File: config.mk
export PLATFORM = sky130hd
export DESIGN_NAME = sound_tone_gen
export DESIGN_NICKNAME = d
export VERILOG_FILES = /design/src/rtl/sound_tone_gen.sv
export SDC_FILE = /design/constraint.sdc
export NUM_CORES = 1
export LEC_CHECK = 0
export ABC_AREA = 1
export CORE_ASPECT_RATIO = 0.8
export CORE_MARGIN = 2
export CORE_UTILIZATION = 56
export DETAILED_ROUTE_END_ITERATION = 10
export HOLD_SLACK_MARGIN = 0.06
export PLACE_DENSITY = 0.83
export SLEW_MARGIN = 20
export SYNTH_ARGS = -nofsm -noshare
export SYNTH_HDL_FRONTEND = slang
export SYNTH_SLANG_ARGS = --single-unit
File: constraint.sdc
create_clock -name clk -period 7 [get_ports clk]
set_input_delay 1.75 -clock clk [delete_from_list [all_inputs] [get_ports clk]]
set_output_delay 1.75 -clock clk [all_outputs]
set_load 0.02 [all_outputs]
File: src/rtl/sound_tone_gen.sv
// sound_tone_gen
// Square-wave tone synthesiser for the game sound path. A free-running
// divider produces one sample tick every SAMPLE_DIV clocks. On each tick a
// 16-bit DDS phase accumulator advances and an attack/sustain/release
// envelope is stepped. The output sample is +env or -env, chosen by the
// phase MSB.
//
// Ports:
//   clk          in   system clock (50 MHz)
//   resetN       in   asynchronous active-low reset
//   play         in   level request; the tone sounds while it is high
//   tone [3:0]   in   note index, chromatic C4..D#5
//   audio_out    out  signed 16-bit PCM sample, registered
//   sample_valid out  one-cycle strobe marking a new audio_out
//   busy         out  high while the voice is not idle, registered
module sound_tone_gen #(
    parameter int SAMPLE_DIV   = 1024,
    parameter int AMP_MAX      = 12000,
    parameter int ATTACK_STEP  = 500,
    parameter int RELEASE_STEP = 250
) (
    input  logic        clk,
    input  logic        resetN,
    input  logic        play,
    input  logic [3:0]  tone,
    output logic [15:0] audio_out,
    output logic        sample_valid,
    output logic        busy
);

    localparam int CW = (SAMPLE_DIV > 1) ? $clog2(SAMPLE_DIV) : 1;
    localparam logic [CW-1:0] TICK_LAST = CW'(SAMPLE_DIV - 1);
    localparam logic [14:0]   AMP_L     = 15'(AMP_MAX);
    localparam logic [14:0]   ATK_L     = 15'(ATTACK_STEP);
    localparam logic [14:0]   REL_L     = 15'(RELEASE_STEP);

    typedef enum logic [1:0] {
        ST_IDLE    = 2'd0,
        ST_ATTACK  = 2'd1,
        ST_SUSTAIN = 2'd2,
        ST_RELEASE = 2'd3
    } state_t;

    // Phase increments for C4..D#5 at a 48.828 kHz sample rate.
    function automatic logic [15:0] inc_lut(input logic [3:0] idx);
        logic [15:0] val;
        case (idx)
            4'd0:    val = 16'd351;
            4'd1:    val = 16'd372;
            4'd2:    val = 16'd394;
            4'd3:    val = 16'd418;
            4'd4:    val = 16'd442;
            4'd5:    val = 16'd469;
            4'd6:    val = 16'd497;
            4'd7:    val = 16'd526;
            4'd8:    val = 16'd557;
            4'd9:    val = 16'd591;
            4'd10:   val = 16'd626;
            4'd11:   val = 16'd663;
            4'd12:   val = 16'd702;
            4'd13:   val = 16'd744;
            4'd14:   val = 16'd788;
            4'd15:   val = 16'd835;
            default: val = 16'd351;
        endcase
        return val;
    endfunction

    logic [CW-1:0] tick_cnt_q, tick_cnt_d;
    logic [15:0]   phase_q, phase_d;
    logic [14:0]   env_q, env_d;
    logic [15:0]   inc_q, inc_d;
    state_t        state_q, state_d;
    logic [15:0]   audio_out_q, audio_out_d;
    logic          sample_valid_q, sample_valid_d;
    logic          busy_q, busy_d;

    logic          tick_s;
    logic [15:0]   attack_sum_s;
    logic [14:0]   attack_env_s;
    logic [14:0]   release_env_s;
    logic [16:0]   phase_sum_s;
    logic          go_attack_s;
    logic          go_release_s;

    // Next-state, envelope, phase and output computation.
    always_comb begin
        tick_s        = (tick_cnt_q == TICK_LAST);
        attack_sum_s  = {1'b0, env_q} + {1'b0, ATK_L};
        attack_env_s  = (attack_sum_s >= {1'b0, AMP_L}) ? AMP_L : attack_sum_s[14:0];
        release_env_s = (env_q > REL_L) ? (env_q - REL_L) : 15'd0;
        phase_sum_s   = {1'b0, phase_q} + {1'b0, inc_q};

        tick_cnt_d     = tick_s ? {CW{1'b0}} : (tick_cnt_q + CW'(1));
        state_d        = state_q;
        env_d          = env_q;
        phase_d        = phase_q;
        inc_d          = inc_q;
        audio_out_d    = audio_out_q;
        sample_valid_d = 1'b0;
        busy_d         = busy_q;
        go_attack_s    = 1'b0;
        go_release_s   = 1'b0;

        if (tick_s) begin
            // A transition applies the envelope step of the state entered,
            // so the first sample of an attack or release already moves.
            case (state_q)
                ST_IDLE: begin
                    go_attack_s  = play;
                    go_release_s = 1'b0;
                end
                ST_ATTACK: begin
                    go_attack_s  = play;
                    go_release_s = ~play;
                end
                ST_SUSTAIN: begin
                    go_attack_s  = 1'b0;
                    go_release_s = ~play;
                end
                ST_RELEASE: begin
                    go_attack_s  = play;
                    go_release_s = ~play;
                end
                default: begin
                    go_attack_s  = 1'b0;
                    go_release_s = 1'b0;
                end
            endcase

            if (go_attack_s) begin
                env_d   = attack_env_s;
                state_d = (attack_env_s == AMP_L) ? ST_SUSTAIN : ST_ATTACK;
            end else if (go_release_s) begin
                env_d   = release_env_s;
                state_d = (release_env_s == 15'd0) ? ST_IDLE : ST_RELEASE;
            end else begin
                env_d   = env_q;
                state_d = state_q;
            end

            // The increment only changes at a note start or a period
            // boundary, which keeps tone changes glitch-free.
            if (state_q == ST_IDLE) begin
                phase_d = 16'd0;
                inc_d   = play ? inc_lut(tone) : inc_q;
            end else begin
                phase_d = (state_d == ST_IDLE) ? 16'd0 : phase_sum_s[15:0];
                inc_d   = phase_sum_s[16] ? inc_lut(tone) : inc_q;
            end

            audio_out_d    = phase_d[15] ? (16'd0 - {1'b0, env_d}) : {1'b0, env_d};
            sample_valid_d = 1'b1;
            busy_d         = (state_d != ST_IDLE);
        end else begin
            sample_valid_d = 1'b0;
        end
    end

    // State and output registers with asynchronous active-low reset.
    always_ff @(posedge clk or negedge resetN) begin
        if (!resetN) begin
            tick_cnt_q     <= {CW{1'b0}};
            phase_q        <= 16'd0;
            env_q          <= 15'd0;
            inc_q          <= 16'd0;
            state_q        <= ST_IDLE;
            audio_out_q    <= 16'd0;
            sample_valid_q <= 1'b0;
            busy_q         <= 1'b0;
        end else begin
            tick_cnt_q     <= tick_cnt_d;
            phase_q        <= phase_d;
            env_q          <= env_d;
            inc_q          <= inc_d;
            state_q        <= state_d;
            audio_out_q    <= audio_out_d;
            sample_valid_q <= sample_valid_d;
            busy_q         <= busy_d;
        end
    end

    assign audio_out    = audio_out_q;
    assign sample_valid = sample_valid_q;
    assign busy         = busy_q;

endmodule

; ---- After elaboration in Yosys (flattened, before gate mapping)
; Memories as Yosys holds them, arrays and structs flattened.
; Index checks and enable logic that the tools add are counted.
[word_totals]
ff_bits = 77
rom_bits = 320
input_bits = 7
out_inout_bits = 18
elab_cells = 55
n_memories = 2
[op_classes]
add_sub_neg = 5
order_cmp = 2
n_eq_ne = 6
n_mux = 23
bitwise = 1
reduce_logical = 8
[mem_list]
columns = memory, words, width, rd, rd_clocked_by_memory_dff, write_ports, line
row1 = (name not given), 16, 10, 1, 0, 0, 47  ; case (idx)
row2 = (name not given), 16, 10, 1, 0, 0, 47
[ops]
columns = cell, n
row1 = $mux 16, 7
row2 = $mux 15, 5
row3 = $add 16x16->17, 1
row4 = $add 15x9->16 const B, 1
row5 = $ge 16x14->1 const B, 1
row6 = $sub 1x15->16 const A, 1
row7 = $eq 15x14->1 const B, 1
row8 = $gt 15x8->1 const B, 1
row9 = $logic_not 15->1, 1
row10 = $sub 15x8->15 const B, 1
row11 = $add 10x1->10 const B, 1
row12 = $eq 10x10->1 const B, 1
row13 = $mux 10, 1
row14 = $mux 2, 5
row15 = $reduce_or 3->1, 2
row16 = $eq 2x2->1 const B, 2
row17 = $logic_not 2->1, 2
row18 = $pmux 1 s2, 2
row19 = $reduce_bool 2->1, 2
row20 = $mux 1, 3
row21 = $reduce_and 3->1, 1
row22 = $eq 2x1->1 const B, 1
row23 = $ne 2x2->1 const B, 1
row24 = $not 1->1, 1

; ---- Logic depth before layout (Yosys ltp)
; Gate-level depths: netlist of run 1.
[logic_depth]
word_depth = 12
depth_mapped = 22
depth_no_buf = 22

; ---- Worst setup path after synthesis of run 1
; Ideal clock, no wire load.
[synth_timing]
path_type = input to register
start = input port play
end = register audio_out_q[8] (netlist: audio_out[8])
setup_ps = 121
arrival_time_ps = 3422
t_required_ps = 6879
slack_ps = 3456
path_stages = 15
n_path_buf = 1
cell_sequence = inv_1 > a21oi_4 > inv_1 > clkbuf_1 > o211ai_1 > nand2_1 > inv_2 > ha_1 > nand3_1 > nor2_1 > nand3_1 > nand2_1 > nand2_1 > nand2_1 > o21ai_1
[synth_via]
elab_chain_len = 11
elab_cells_between_ends = 17
cone_classes = add/sub (1) / mux (14) / bitwise (1) / reduce/logical (1)
[synth_rtl]
columns = item, line
row1 = start: declaration, 24  ; input logic play,
row2 = "parallel branches: the longest is 10 deep, another holds $sub 1x15->16", n/a
row3 = $mux 16 *, 152  ; audio_out_d = phase_d[15] ? (16'd0 - {1'b0, env_d}) : {1'b0, env_d};
row4 = end signal: assignment, 177  ; audio_out_q <= audio_out_d;
row5 = end: declaration, 74  ; logic [15:0] audio_out_q, audio_out_d;
; Every way passes the cells marked *. The select of a mux whose other input is x is not followed.
; A chain may end at the register's enable or synchronous reset.

; ---- Worst setup path in the final report of run 1
; Same ends and word-level chain as after synthesis.

==> qor.tcl, run 1 <==
set qor(cts_root_buf) {sky130_fd_sc_hd__clkbuf_16}
set qor(die_height_um) 90.7
set qor(floorplan.die.width_um) 112
set qor(ctsHoldBuffers) 0
set qor(clock_skew_ns) 0.00773
set qor(vias_per_cell) 5.76
set qor(number_of_synthesized_register_bits) 70
set qor(ff2ff_setup_slack_ns) 3.76
set qor(timing.hold.worst_path_depth) 1
set qor(tns_ns) 0
set qor(crit_path_end_kind) {flip-flop}
set qor(synthDistinctLibCells) 46
set qor(min_delay_worst_endpoint) {tick_cnt_q[6]$_DFF_PN0_}
set qor(report.final.hold_viol_count) 0
set qor(grt_first_pass_wirelength_mm) 23.2
set qor(dieArea_sq_um) 10200
set qor(number_of_antenna_cells_inserted) 0
set qor(critical_path.max_stage_delay_ns) 0.53
set qor(final_area_sq_um) 5900
set qor(drt-initial-drc-count) 460
set qor(crit_arrival_ns) 4.48
set qor(achievable-frequency_mhz) 235
set qor(num-fill-cells) 791
set qor(reg2regPathDepth) 14
set qor(period_minus_slack_ns) 4.26
set qor(dp.final_hpwl_mm) 9.71
set qor(final_layout_size_suffix_gt1_share_pct) 10.3
set qor(timing.rr.start) {tick_cnt_q[0]$_DFF_PN0_}
set qor(fp-row-count) 31
set qor(critical_path.reg2reg.endpoint) {inc_q[5]$_DFFE_PN0P_}
set qor(yosysWarnings) 0
set qor(net_count_of_the_mapped_netlist) 785
set qor(synth-edff-count) 0
set qor(growth_of_design_area_from_synthesis_to_finish_pct) 12.2
set qor(placed_cells) 876
set qor(antenna_violating_nets_post_route) 0
set qor(most_frequent_cells_in_the_layout) {sky130_fd_sc_hd__nand2_1, sky130_fd_sc_hd__inv_1, sky130_fd_sc_hd__dfrtp_1, sky130_fd_sc_hd__o21ai_0, sky130_fd_sc_hd__nor2_1}
set qor(timing.critical_path.cells) {clkdlybuf4s50_1 -> inv_1 -> a21oi_4 -> inv_1 -> o211ai_1 -> nand2_1 -> inv_2 -> ha_1 -> nand3_1 -> nor2_1 -> nand3_1 -> nand2_1 -> nand2_1 -> nand2_1 -> o21ai_1}
set qor(wl_per_cell_um) 15.3
set qor(cts_resized) 0
set qor(setup_viol_count_final) 0
set qor(placement.io_buffers) 24
set qor(outcome) {complete, no violations}
set qor(final-instance-count-excl-fill) 892
set qor(layout.cells.most_common) {sky130_fd_sc_hd__nand2_1}
set qor(postPlaceCellArea_sq_um) 5570
set qor(synth_sequential_area_ratio_pct) 33.3
set qor(timing.hold.worst.start) {tick_cnt_q[6]$_DFF_PN0_}
set qor(grt_antenna_before_repair) 0
set qor(finalMaxSlewViolations) 0
set qor(timing_worst_slew_pin_value_ns) 0.907
set qor(grt_max_degree) 71
set qor(grt.overflow.total) 0
set qor(async_set_or_reset_register_ratio_after_synthesis_pct) 100
set qor(peakVddDrop_mv) 0.218
set qor(cts_setup_buffers) 0
set qor(h-tree-depth) 3
set qor(cts-buffers-inserted) 9
set qor(cts_tree) {yes}
set qor(gp_routability_congestion) 0.923
set qor(slew_headroom_pct) 39.6
set qor(syn-instance-count) 754
set qor(crit_top_cell) {sky130_fd_sc_hd__nand2_1}
set qor(yosys_most_used_dff) {sky130_fd_sc_hd__dfrtp_1}
set qor(totalPowerFinal_uw) 972
set qor(grt_pass1_vias) 4868
set qor(required_ns) 7.23
set qor(io-pin-count) 25
set qor(holdCritPathClass) {flip-flop to flip-flop}
set qor(first_pass_detailed_route_iteration_total) 8
set qor(clock_insertion_delay_worst_skew_ns) 0.35
set qor(synth_area_per_cell_sq_um) 6.98
set qor(power_per_cell_area_nw_per_um2) 165
set qor(cap_viol_max_count) 0
set qor(drc_errors) 0
set qor(floorplan.initialDensity_pct) 58.0
set qor(numClockSinks) 70
set qor(critical_path.startpoint_type) {input port}
set qor(global_route.usage.total_pct) 27.8
set qor(fin_crit_share_pct) 60.8
set qor(max-clock-path-buffers) 2
set qor(finalWirelength_mm) 13.7
set qor(num_vias) 5136
set qor(design.final.nets) 803
set qor(clkSlewWorstSetupHoldPaths_ns) 0.05
set qor(core_sq_um) 9080
set qor(p_leak_nw) 3.10
set qor(post_synth_instance_area_sq_um) 5260
set qor(worstPathMaxFanout) 22
set qor(critical_path.slowest_cell) {sky130_fd_sc_hd__clkdlybuf4s50_1}
set qor(timing.setup.critical_path_class) {input port to flip-flop}
set qor(setup_repair_after_global_routing_missed_its_margin) {false}
[stage by stage]
step           setup WS (ns)  util (%)  hold WS [ns]
6_report                2.74      65.0         0.476
3_5_place_dp            2.47      61.4         0.460
4_1_cts                 2.81      64.9         0.471
2_1_floorplan           3.46         -         0.442
3_3_place_gp            2.58      61.4         0.455
5_1_grt                 2.43      65.0         0.513
[power breakdown]
group / switching, mW / total (mW) / internal [mW]
registers: 0.000543 / 0.406 / 0.405
logic: 0.0447 / 0.0626 / 0.0179
clock network: 0.183 / 0.504 / 0.320
[synthesized netlist by cell type (14+ instances only)]
cell type	n	area, sq um
sky130_fd_sc_hd__nand2_1	208	781
sky130_fd_sc_hd__inv_1	83	312
sky130_fd_sc_hd__dfrtp_1	70	1750
sky130_fd_sc_hd__nor2_1	64	240
sky130_fd_sc_hd__o21ai_0	64	320
sky130_fd_sc_hd__nand3_1	58	290
sky130_fd_sc_hd__a21oi_1	26	130
sky130_fd_sc_hd__ha_1	23	288
sky130_fd_sc_hd__o21ai_1	16	80.1
sky130_fd_sc_hd__clkbuf_1	14	52.6
[cell families after synthesis]
logic type	share of synthesized area [%]
AND/OR/NAND/NOR	33.9
AO/OA/AOI/OAI	14.6
buffers and inverters	8.68
flip-flops	33.3
adder cells (fa/ha/maj)	5.85
XOR/XNOR	2.66
multiplexers	0.952
[area by class of cell]
type | count | area [sq um] | share of cell area [%]
clock buffers | 10 | 239 | 4.05
clock inverters | 6 | 85.1 | 1.44
inverters | 96 | 360 | 6.11
multi-input cells | 568 | 3060 | 51.9
flip-flops and latches | 70 | 1750 | 29.7
well taps | 115 | 144 | 2.44
repair buffers | 27 | 258 | 4.37
[layer usage]
metal | part of all wire [%] | wire [um] | up-vias | GRT usage [%]
met2 | 45 | 6130 | 235 | 42.9
li1 | - | - | 2493 | -
met3 | 8.0 | 1090 | 20 | 5.10
met5 | 0 | 0 | - | 0
met4 | 1.4 | 186 | 0 | 9.04
met1 | 46 | 6260 | 2388 | 39.8
[sequential cells by signal (all words and copies together), names as in the netlist]
signal	count
busy	1
state_q	2
inc_q	10
audio_out	15
tick_cnt_q	10
sample_valid	1
phase_q	16
env_q	15
[worst max-delay path, delay by kind of cell]
kind | cells | cell delay (ns)
AO/OA/AOI/OAI | 3 | 0.66
adder cells (fa/ha/maj) | 1 | 0.17
buffers and inverters | 4 | 1.18
AND/OR/NAND/NOR | 7 | 0.72
[how the worst max path moves through the flow]
stage / startpoint / end / slack (ns) / cells after the start
3_5_place_dp: play / audio_out[8]$_DFFE_PN0P_ / 2.47 / 15
3_3_place_gp: play / audio_out[8]$_DFFE_PN0P_ / 2.58 / 15
6_report: play / audio_out[8]$_DFFE_PN0P_ / 2.74 / 15
5_1_grt: play / audio_out[8]$_DFFE_PN0P_ / 2.43 / 15
2_1_floorplan: play / audio_out[8]$_DFFE_PN0P_ / 3.46 / 15
4_1_cts: play / audio_out[8]$_DFFE_PN0P_ / 2.81 / 15
(Power assumes the default switching activity.)
==> run 2, diff against run 1 <==
PLACE_DENSITY = 0.86   (was 0.83)
clock period = 3.8 ns   (was 7 ns; I/O delays follow)
==> run 2 against run 1 <==
Net effect: count of clock-buffer cells in the layout rose by 1; cell count grew 0.34%; largest power group unchanged; global-route usage is 0.14 points lower; non-clock buffer count grew 4; hold slack worse by 0.0075 ns; sequential power up 84%; sequential cell count is the same; clock power up 66%; worst setup slack got worse by 2.2 ns; via count shrank 0.23%; highest routed layer unchanged; core utilization decreased by 0.11 points; critical endpoint unchanged.
==> qor.tcl, run 2 (synthesis results as in run 1) <==
set qor(outcome) {complete, no violations}
set qor(design.final.nets) 807
set qor(first_pass_detailed_route_iteration_total) 5
set qor(numClockSinks) 70
set qor(dieArea_sq_um) 10200
set qor(number_of_antenna_cells_inserted) 0
set qor(vias_per_cell) 5.73
set qor(slew_headroom_pct) 38.9
set qor(startpoint) {env_q[3]$_DFFE_PN0P_}
set qor(ff2ff_setup_slack_ns) 0.58
set qor(crit_path_end_kind) {flip-flop}
set qor(timing.setup.critical_path_class) {flip-flop to flip-flop}
set qor(cts_root_buf) {sky130_fd_sc_hd__clkbuf_16}
set qor(fp-row-count) 31
set qor(clkSlewWorstSetupHoldPaths_ns) 0.06
set qor(report.final.hold_viol_count) 0
set qor(dp.final_hpwl_mm) 9.88
set qor(holdCritPathClass) {flip-flop to flip-flop}
set qor(final-instance-count-excl-fill) 895
set qor(h-tree-depth) 3
set qor(grt_antenna_before_repair) 0
set qor(clock_skew_ns) 0.00743
set qor(cap_viol_max_count) 0
set qor(timing.rr.start) {env_q[3]$_DFFE_PN0P_}
set qor(finalWirelength_mm) 13.6
set qor(crit_arrival_ns) 3.44
set qor(cts-buffers-inserted) 9
set qor(most_frequent_cells_in_the_layout) {sky130_fd_sc_hd__nand2_1, sky130_fd_sc_hd__inv_1, sky130_fd_sc_hd__dfrtp_1, sky130_fd_sc_hd__o21ai_0, sky130_fd_sc_hd__nor2_1}
set qor(clock_insertion_delay_worst_skew_ns) 0.34
set qor(power_per_cell_area_nw_per_um2) 289
set qor(cts_tree) {yes}
set qor(max-clock-path-buffers) 2
set qor(postPlaceCellArea_sq_um) 5600
set qor(drt-initial-drc-count) 491
set qor(finalMaxSlewViolations) 0
set qor(achievable-frequency_mhz) 310
set qor(final_area_sq_um) 5890
set qor(grt_pass1_vias) 4837
set qor(ctsHoldBuffers) 0
set qor(die_height_um) 90.7
set qor(io-pin-count) 25
set qor(cts_setup_buffers) 0
set qor(growth_of_design_area_from_synthesis_to_finish_pct) 12.0
set qor(num_vias) 5124
set qor(final_layout_size_suffix_gt1_share_pct) 10.5
set qor(peakVddDrop_mv) 0.243
set qor(worstPathMaxFanout) 9
set qor(grt.overflow.total) 0
set qor(p_leak_nw) 3.09
set qor(reg2regPathDepth) 22
set qor(grt_first_pass_wirelength_mm) 23.0
set qor(setup_viol_count_final) 0
set qor(setup_repair_after_global_routing_missed_its_margin) {false}
set qor(grt_max_degree) 71
set qor(required_ns) 4.02
set qor(antenna_violating_nets_post_route) 0
set qor(layout.cells.most_common) {sky130_fd_sc_hd__nand2_1}
set qor(critical_path.startpoint_type) {flip-flop}
set qor(global_route.usage.total_pct) 27.7
set qor(floorplan.initialDensity_pct) 58.0
set qor(placed_cells) 880
set qor(period_minus_slack_ns) 3.22
set qor(core_sq_um) 9080
set qor(whs_ns) 0.469
set qor(gp_routability_congestion) 0.980
set qor(cts_resized) 0
set qor(largest_register_ff_count) 16
set qor(timing_worst_slew_pin_value_ns) 0.916
set qor(floorplan.die.width_um) 112
set qor(critical_path.reg2reg.endpoint) {audio_out[8]$_DFFE_PN0P_}
set qor(drc_errors) 0
set qor(largest-register) {phase_q}
set qor(wl_per_cell_um) 15.1
set qor(tns_ns) 0
set qor(totalPowerFinal_mw) 1.70
set qor(fin_crit_share_pct) 84.8
set qor(placement.io_buffers) 24
set qor(worst_setup_path_endpoint) {audio_out[8]$_DFFE_PN0P_}
-- run 2: cell count changes in the layout (fill, tap and decap cells not counted) --
cell	previous run	this run
sky130_fd_sc_hd__buf_4	3	7
sky130_fd_sc_hd__nor3_4	1	0
sky130_fd_sc_hd__clkbuf_1	0	1
sky130_fd_sc_hd__nor3_2	2	3
sky130_fd_sc_hd__clkinvlp_4	2	1
sky130_fd_sc_hd__bufinv_16	2	1
-- run 2: how the worst min path moves through the flow --
stage	from	slack (ns)	to	depth (start not counted)
floorplan	tick_cnt_q[6]$_DFF_PN0_	0.44	tick_cnt_q[6]$_DFF_PN0_	1
global placement	tick_cnt_q[6]$_DFF_PN0_	0.46	tick_cnt_q[6]$_DFF_PN0_	1
detailed placement	tick_cnt_q[6]$_DFF_PN0_	0.46	tick_cnt_q[6]$_DFF_PN0_	1
CTS	tick_cnt_q[6]$_DFF_PN0_	0.47	tick_cnt_q[6]$_DFF_PN0_	1
global route	tick_cnt_q[6]$_DFF_PN0_	0.48	tick_cnt_q[6]$_DFF_PN0_	1
finish	tick_cnt_q[6]$_DFF_PN0_	0.47	tick_cnt_q[6]$_DFF_PN0_	1
-- run 2: per-stage QoR --
step	setup WS (ns)	utilization, %
final	0.579	64.9
after global routing	0.294	64.9
after CTS	0.684	64.9
after detailed placement	0.466	61.7
after global placement	0.589	61.7
after floorplan	1.06	-
-- run 2: layout make-up --
type	instances	area, sq um
Tap cell	115	144
Clock buffer	11	243
Inverter	96	360
Timing Repair Buffer	31	288
Sequential cell	70	1750
Multi-Input combinational cell	568	3060
Clock inverter	4	47.5
Fill cell	783	3190
-- run 2: where the power goes --
| group | leakage, nW | switching (mW) | total, mW | internal, mW |
|---|---|---|---|---|
| combinational | 2.23 | 0.0827 | 0.117 | 0.0344 |
| clock | 0.141 | 0.318 | 0.838 | 0.520 |
| sequential | 0.720 | 0.000865 | 0.748 | 0.747 |
| total | 3.09 | 0.401 | 1.70 | 1.30 |
-- run 2: layer usage --
metal | GRT usage [%] | routed length (um) | vias up
li1 | - | - | 2503
met1 | 38.5 | 6170 | 2374
met2 | 42.9 | 6080 | 203
met3 | 6.31 | 982 | 44
met4 | 9.35 | 316 | 0
met5 | 0 | 0 | -
-- run 2: critical path, stage by stage (launching register included) --
cell and delay [ns]:
sky130_fd_sc_hd__dfrtp_1 0.48, sky130_fd_sc_hd__ha_1 0.28, sky130_fd_sc_hd__nor2_2 0.27, sky130_fd_sc_hd__nand2_1 0.08, sky130_fd_sc_hd__nand2_1 0.06, sky130_fd_sc_hd__nand2_1 0.06, sky130_fd_sc_hd__nor2_1 0.14, sky130_fd_sc_hd__nand2_1 0.06
sky130_fd_sc_hd__nor2_1 0.13, sky130_fd_sc_hd__nand2_1 0.06, sky130_fd_sc_hd__nand2_1 0.09, sky130_fd_sc_hd__nand2_4 0.12, sky130_fd_sc_hd__nand3_1 0.10, sky130_fd_sc_hd__nand2_1 0.09, sky130_fd_sc_hd__inv_2 0.12, sky130_fd_sc_hd__ha_1 0.18
sky130_fd_sc_hd__nand3_1 0.11, sky130_fd_sc_hd__nor2_1 0.18, sky130_fd_sc_hd__nand3_1 0.10, sky130_fd_sc_hd__nand2_1 0.14, sky130_fd_sc_hd__nand2_1 0.09, sky130_fd_sc_hd__nand2_1 0.08, sky130_fd_sc_hd__o21ai_1 0.07
==> run 3, diff against run 2 <==
clock period = 2.65 ns   (was 3.8 ns; I/O delays follow)
==> run 3 against run 2 <==
Net effect: the flow now finishes with violations (setup timing); sequential cell count did not move; wire length rose by 44%; power rose by 67%; count of clock-buffer cells in the layout fell by 1; cell count rose by 11%; non-clock buffer count rose by 100; via count rose by 21%; design area rose by 25%; first-iteration DRC count rose by 30%; sequential power rose by 43%; die area did not move; clock skew fell by 0.0013 ns; critical endpoint is now audio_out[1]$_DFFE_PN0P_; largest cell class unchanged.
==> qor.tcl, run 3 (synthesis results as in run 1) <==
set qor(slew_headroom_pct) 63.0
set qor(violations) {setup timing}
set qor(outcome) {finished, violations left}
set qor(core_sq_um) 9080
set qor(share_seq_of_total_power_pct) 37.6
set qor(placed_cells) 955
set qor(io-pin-count) 25
set qor(dieArea_sq_um) 10200
set qor(clock_power_share_pct) 53.2
set qor(finalWirelength_mm) 19.5
set qor(gp_routability_congestion) 0.946
set qor(internal_power_mw) 2.19
set qor(report.final.hold_viol_count) 0
set qor(crit_top_cell) {sky130_fd_sc_hd__nand2_1}
set qor(floorplan.initialDensity_pct) 58.0
set qor(finalMaxSlewViolations) 0
set qor(grt.overflow.total) 0
set qor(critical_path.startpoint_type) {flip-flop}
set qor(h-tree-depth) 3
set qor(grt_pass1_vias) 5420
set qor(power.combinational.fraction_pct) 9.2
set qor(postPlaceCellArea_sq_um) 6200
set qor(cts-buffers-inserted) 9
set qor(ctsHoldBuffers) 0
set qor(placement.io_buffers) 24
set qor(grt_first_pass_wirelength_mm) 26.4
set qor(final.setup.worst_slack_ns) -0.208
set qor(design.final.nets) 908
set qor(largest_register_ff_count) 16
set qor(largest-register) {phase_q}
set qor(fp-row-count) 31
set qor(grt_antenna_before_repair) 0
set qor(final_area_sq_um) 7340
set qor(number_of_antenna_cells_inserted) 0
set qor(final_layout_size_suffix_gt1_share_pct) 31.7
set qor(num-fill-cells) 520
set qor(crit_arrival_ns) 3.10
set qor(numClockSinks) 70
set qor(grt_max_degree) 51
set qor(tns_ns) -1.60
set qor(period_minus_slack_ns) 2.86
set qor(whs_ns) 0.296
set qor(max-clock-path-buffers) 2
set qor(cap_viol_max_count) 0
set qor(power.switching_fraction_pct) 23.2
set qor(setup_repair_after_global_routing_missed_its_margin) {true}
set qor(setup_viol_count_final) 18
set qor(timing.setup.critical_path_class) {flip-flop to flip-flop}
set qor(drc_errors) 0
set qor(drt-initial-drc-count) 636
set qor(fin_crit_share_pct) 108
set qor(cts_root_buf) {sky130_fd_sc_hd__clkbuf_16}
set qor(holdCritPathClass) {input port to async pin}
set qor(floorplan.die.width_um) 112
set qor(clock_insertion_delay_worst_skew_ns) 0.35
set qor(power.switching_uw) 661
set qor(worstPathBufferInverterCount) 2
set qor(vias_per_cell) 6.22
set qor(cts_tree) {yes}
set qor(crit_path_end_kind) {flip-flop}
set qor(critical_path.max_stage_delay_ns) 0.43
set qor(layout.cells.most_common) {sky130_fd_sc_hd__nand2_1}
set qor(peakVddDrop_mv) 0.531
set qor(achievable-frequency_mhz) 350
set qor(die_height_um) 90.7
set qor(global_route.usage.total_pct) 32.5
set qor(antenna_violating_nets_post_route) 0
set qor(clock_skew_ns) 0.00609
set qor(critical_path.slowest_cell) {sky130_fd_sc_hd__dfrtp_1}
set qor(timing.critical_path.cells) {ha_4 -> inv_1 -> nor3_1 -> nand2_1 -> o211ai_1 -> nand3_1 -> nand2_2 -> nand2_1 -> nand2_2 -> nand2_1 -> nand2_1 -> nand2_2 -> nor2_4 -> inv_4 -> nor2_2 -> nand2_1 -> o211ai_1}
set qor(required_ns) 2.89
set qor(p_leak_nw) 3.68
set qor(first_pass_detailed_route_iteration_total) 6
set qor(num_vias) 6199
set qor(timing.critical_path.max_delay_family) {simple AND/OR/NAND/NOR gates}
set qor(worstPathMaxFanout) 5
set qor(most_frequent_cells_in_the_layout) {sky130_fd_sc_hd__nand2_1, sky130_fd_sc_hd__buf_4, sky130_fd_sc_hd__inv_1, sky130_fd_sc_hd__dfrtp_1, sky130_fd_sc_hd__o21ai_0}
set qor(growth_of_design_area_from_synthesis_to_finish_pct) 39.5
set qor(timing.rr.start) {inc_q[4]$_DFFE_PN0P_}
set qor(final-instance-count-excl-fill) 997
set qor(dp.final_hpwl_mm) 11.2
set qor(timing_worst_slew_pin_value_ns) 0.555
set qor(startpoint) {inc_q[4]$_DFFE_PN0P_}
set qor(wl_per_cell_um) 19.5
set qor(power_per_cell_area_nw_per_um2) 388
set qor(clkSlewWorstSetupHoldPaths_ns) 0.06
[run 3: cell types whose count changed in the layout (fill, tap and decap cells not counted), sizes merged]
| cell | change |
|---|---|
| buf | +100 |
| bufinv | +3 |
| clkbuf | -1 |
| clkinvlp | -1 |
| nor2 | +1 |
[run 3: path summary, 6_finish.rpt]
check | end | slack, ns | cells after the start
worst max-delay path | audio_out[1]$_DFFE_PN0P_ | -0.21 | 17
worst min-delay path | env_q[5]$_DFFE_PN0P_ | 0.30 | 1
worst max register to register | audio_out[1]$_DFFE_PN0P_ | -0.21 | 17
worst min register to register | tick_cnt_q[6]$_DFF_PN0_ | 0.47 | 1
max in group asynchronous | inc_q[7]$_DFFE_PN0P_ | 1.52 | 3
min in group clk | tick_cnt_q[6]$_DFF_PN0_ | 0.47 | 1
[run 3: layout make-up]
type	count	area, sq um	area share, %
multi-input combinational	569	3600	49.1
clock buffer	10	229	3.12
tap	115	144	1.96
timing repair buffer	131	1100	15.0
sequential	70	1750	23.9
clock inverter	6	134	1.82
inverter	96	368	5.01
[run 3: metrics by stage]
step / util [%] / worst slack [ns] / power (mW)
4_1_cts: 73.9 / -0.0188 / 2.80
5_1_grt: 80.8 / -0.265 / 2.91
3_3_place_gp: 68.3 / -0.0690 / 1.30
6_report: 80.8 / -0.208 / 2.85
3_5_place_dp: 68.3 / -0.165 / 1.30
2_1_floorplan: - / 0.0247 / 1.19
[run 3: worst reg2reg max path: cells and delay by family (launching register included)]
| kind | cells | cell delay, ns |
|---|---|---|
| compound gates | 2 | 0.27 |
| fa+ha+maj | 1 | 0.30 |
| buf+inv | 2 | 0.20 |
| flops | 1 | 0.43 |
| simple gates | 12 | 1.57 |
[run 3: repair_timing]
| action | in CTS | in global routing |
|---|---|---|
| buffers inserted | 10 | 17 |
| gates cloned | 1 | 0 |
| gates resized for setup | 15 | 130 |
| endpoints found under the setup margin | 18 | 44 |
| pin swaps | 12 | 55 |
[run 3: power by group through the flow]
stage,combinational [mW],sequential (mW),clock [mW]
after global routing,0.278,1.07,1.56
after CTS,0.221,1.07,1.51
after detailed placement,0.214,1.09,0
final,0.261,1.07,1.52
after floorplan,0.0990,1.09,0
after global placement,0.207,1.09,0
[run 3: layer usage]
metal,vias up,global-route usage [%],wire length [um]
li1,2693,-,-
met1,2842,43.5,7120
met2,515,53.8,9040
met3,149,6.31,2050
met4,0,9.35,1260
met5,-,0,0
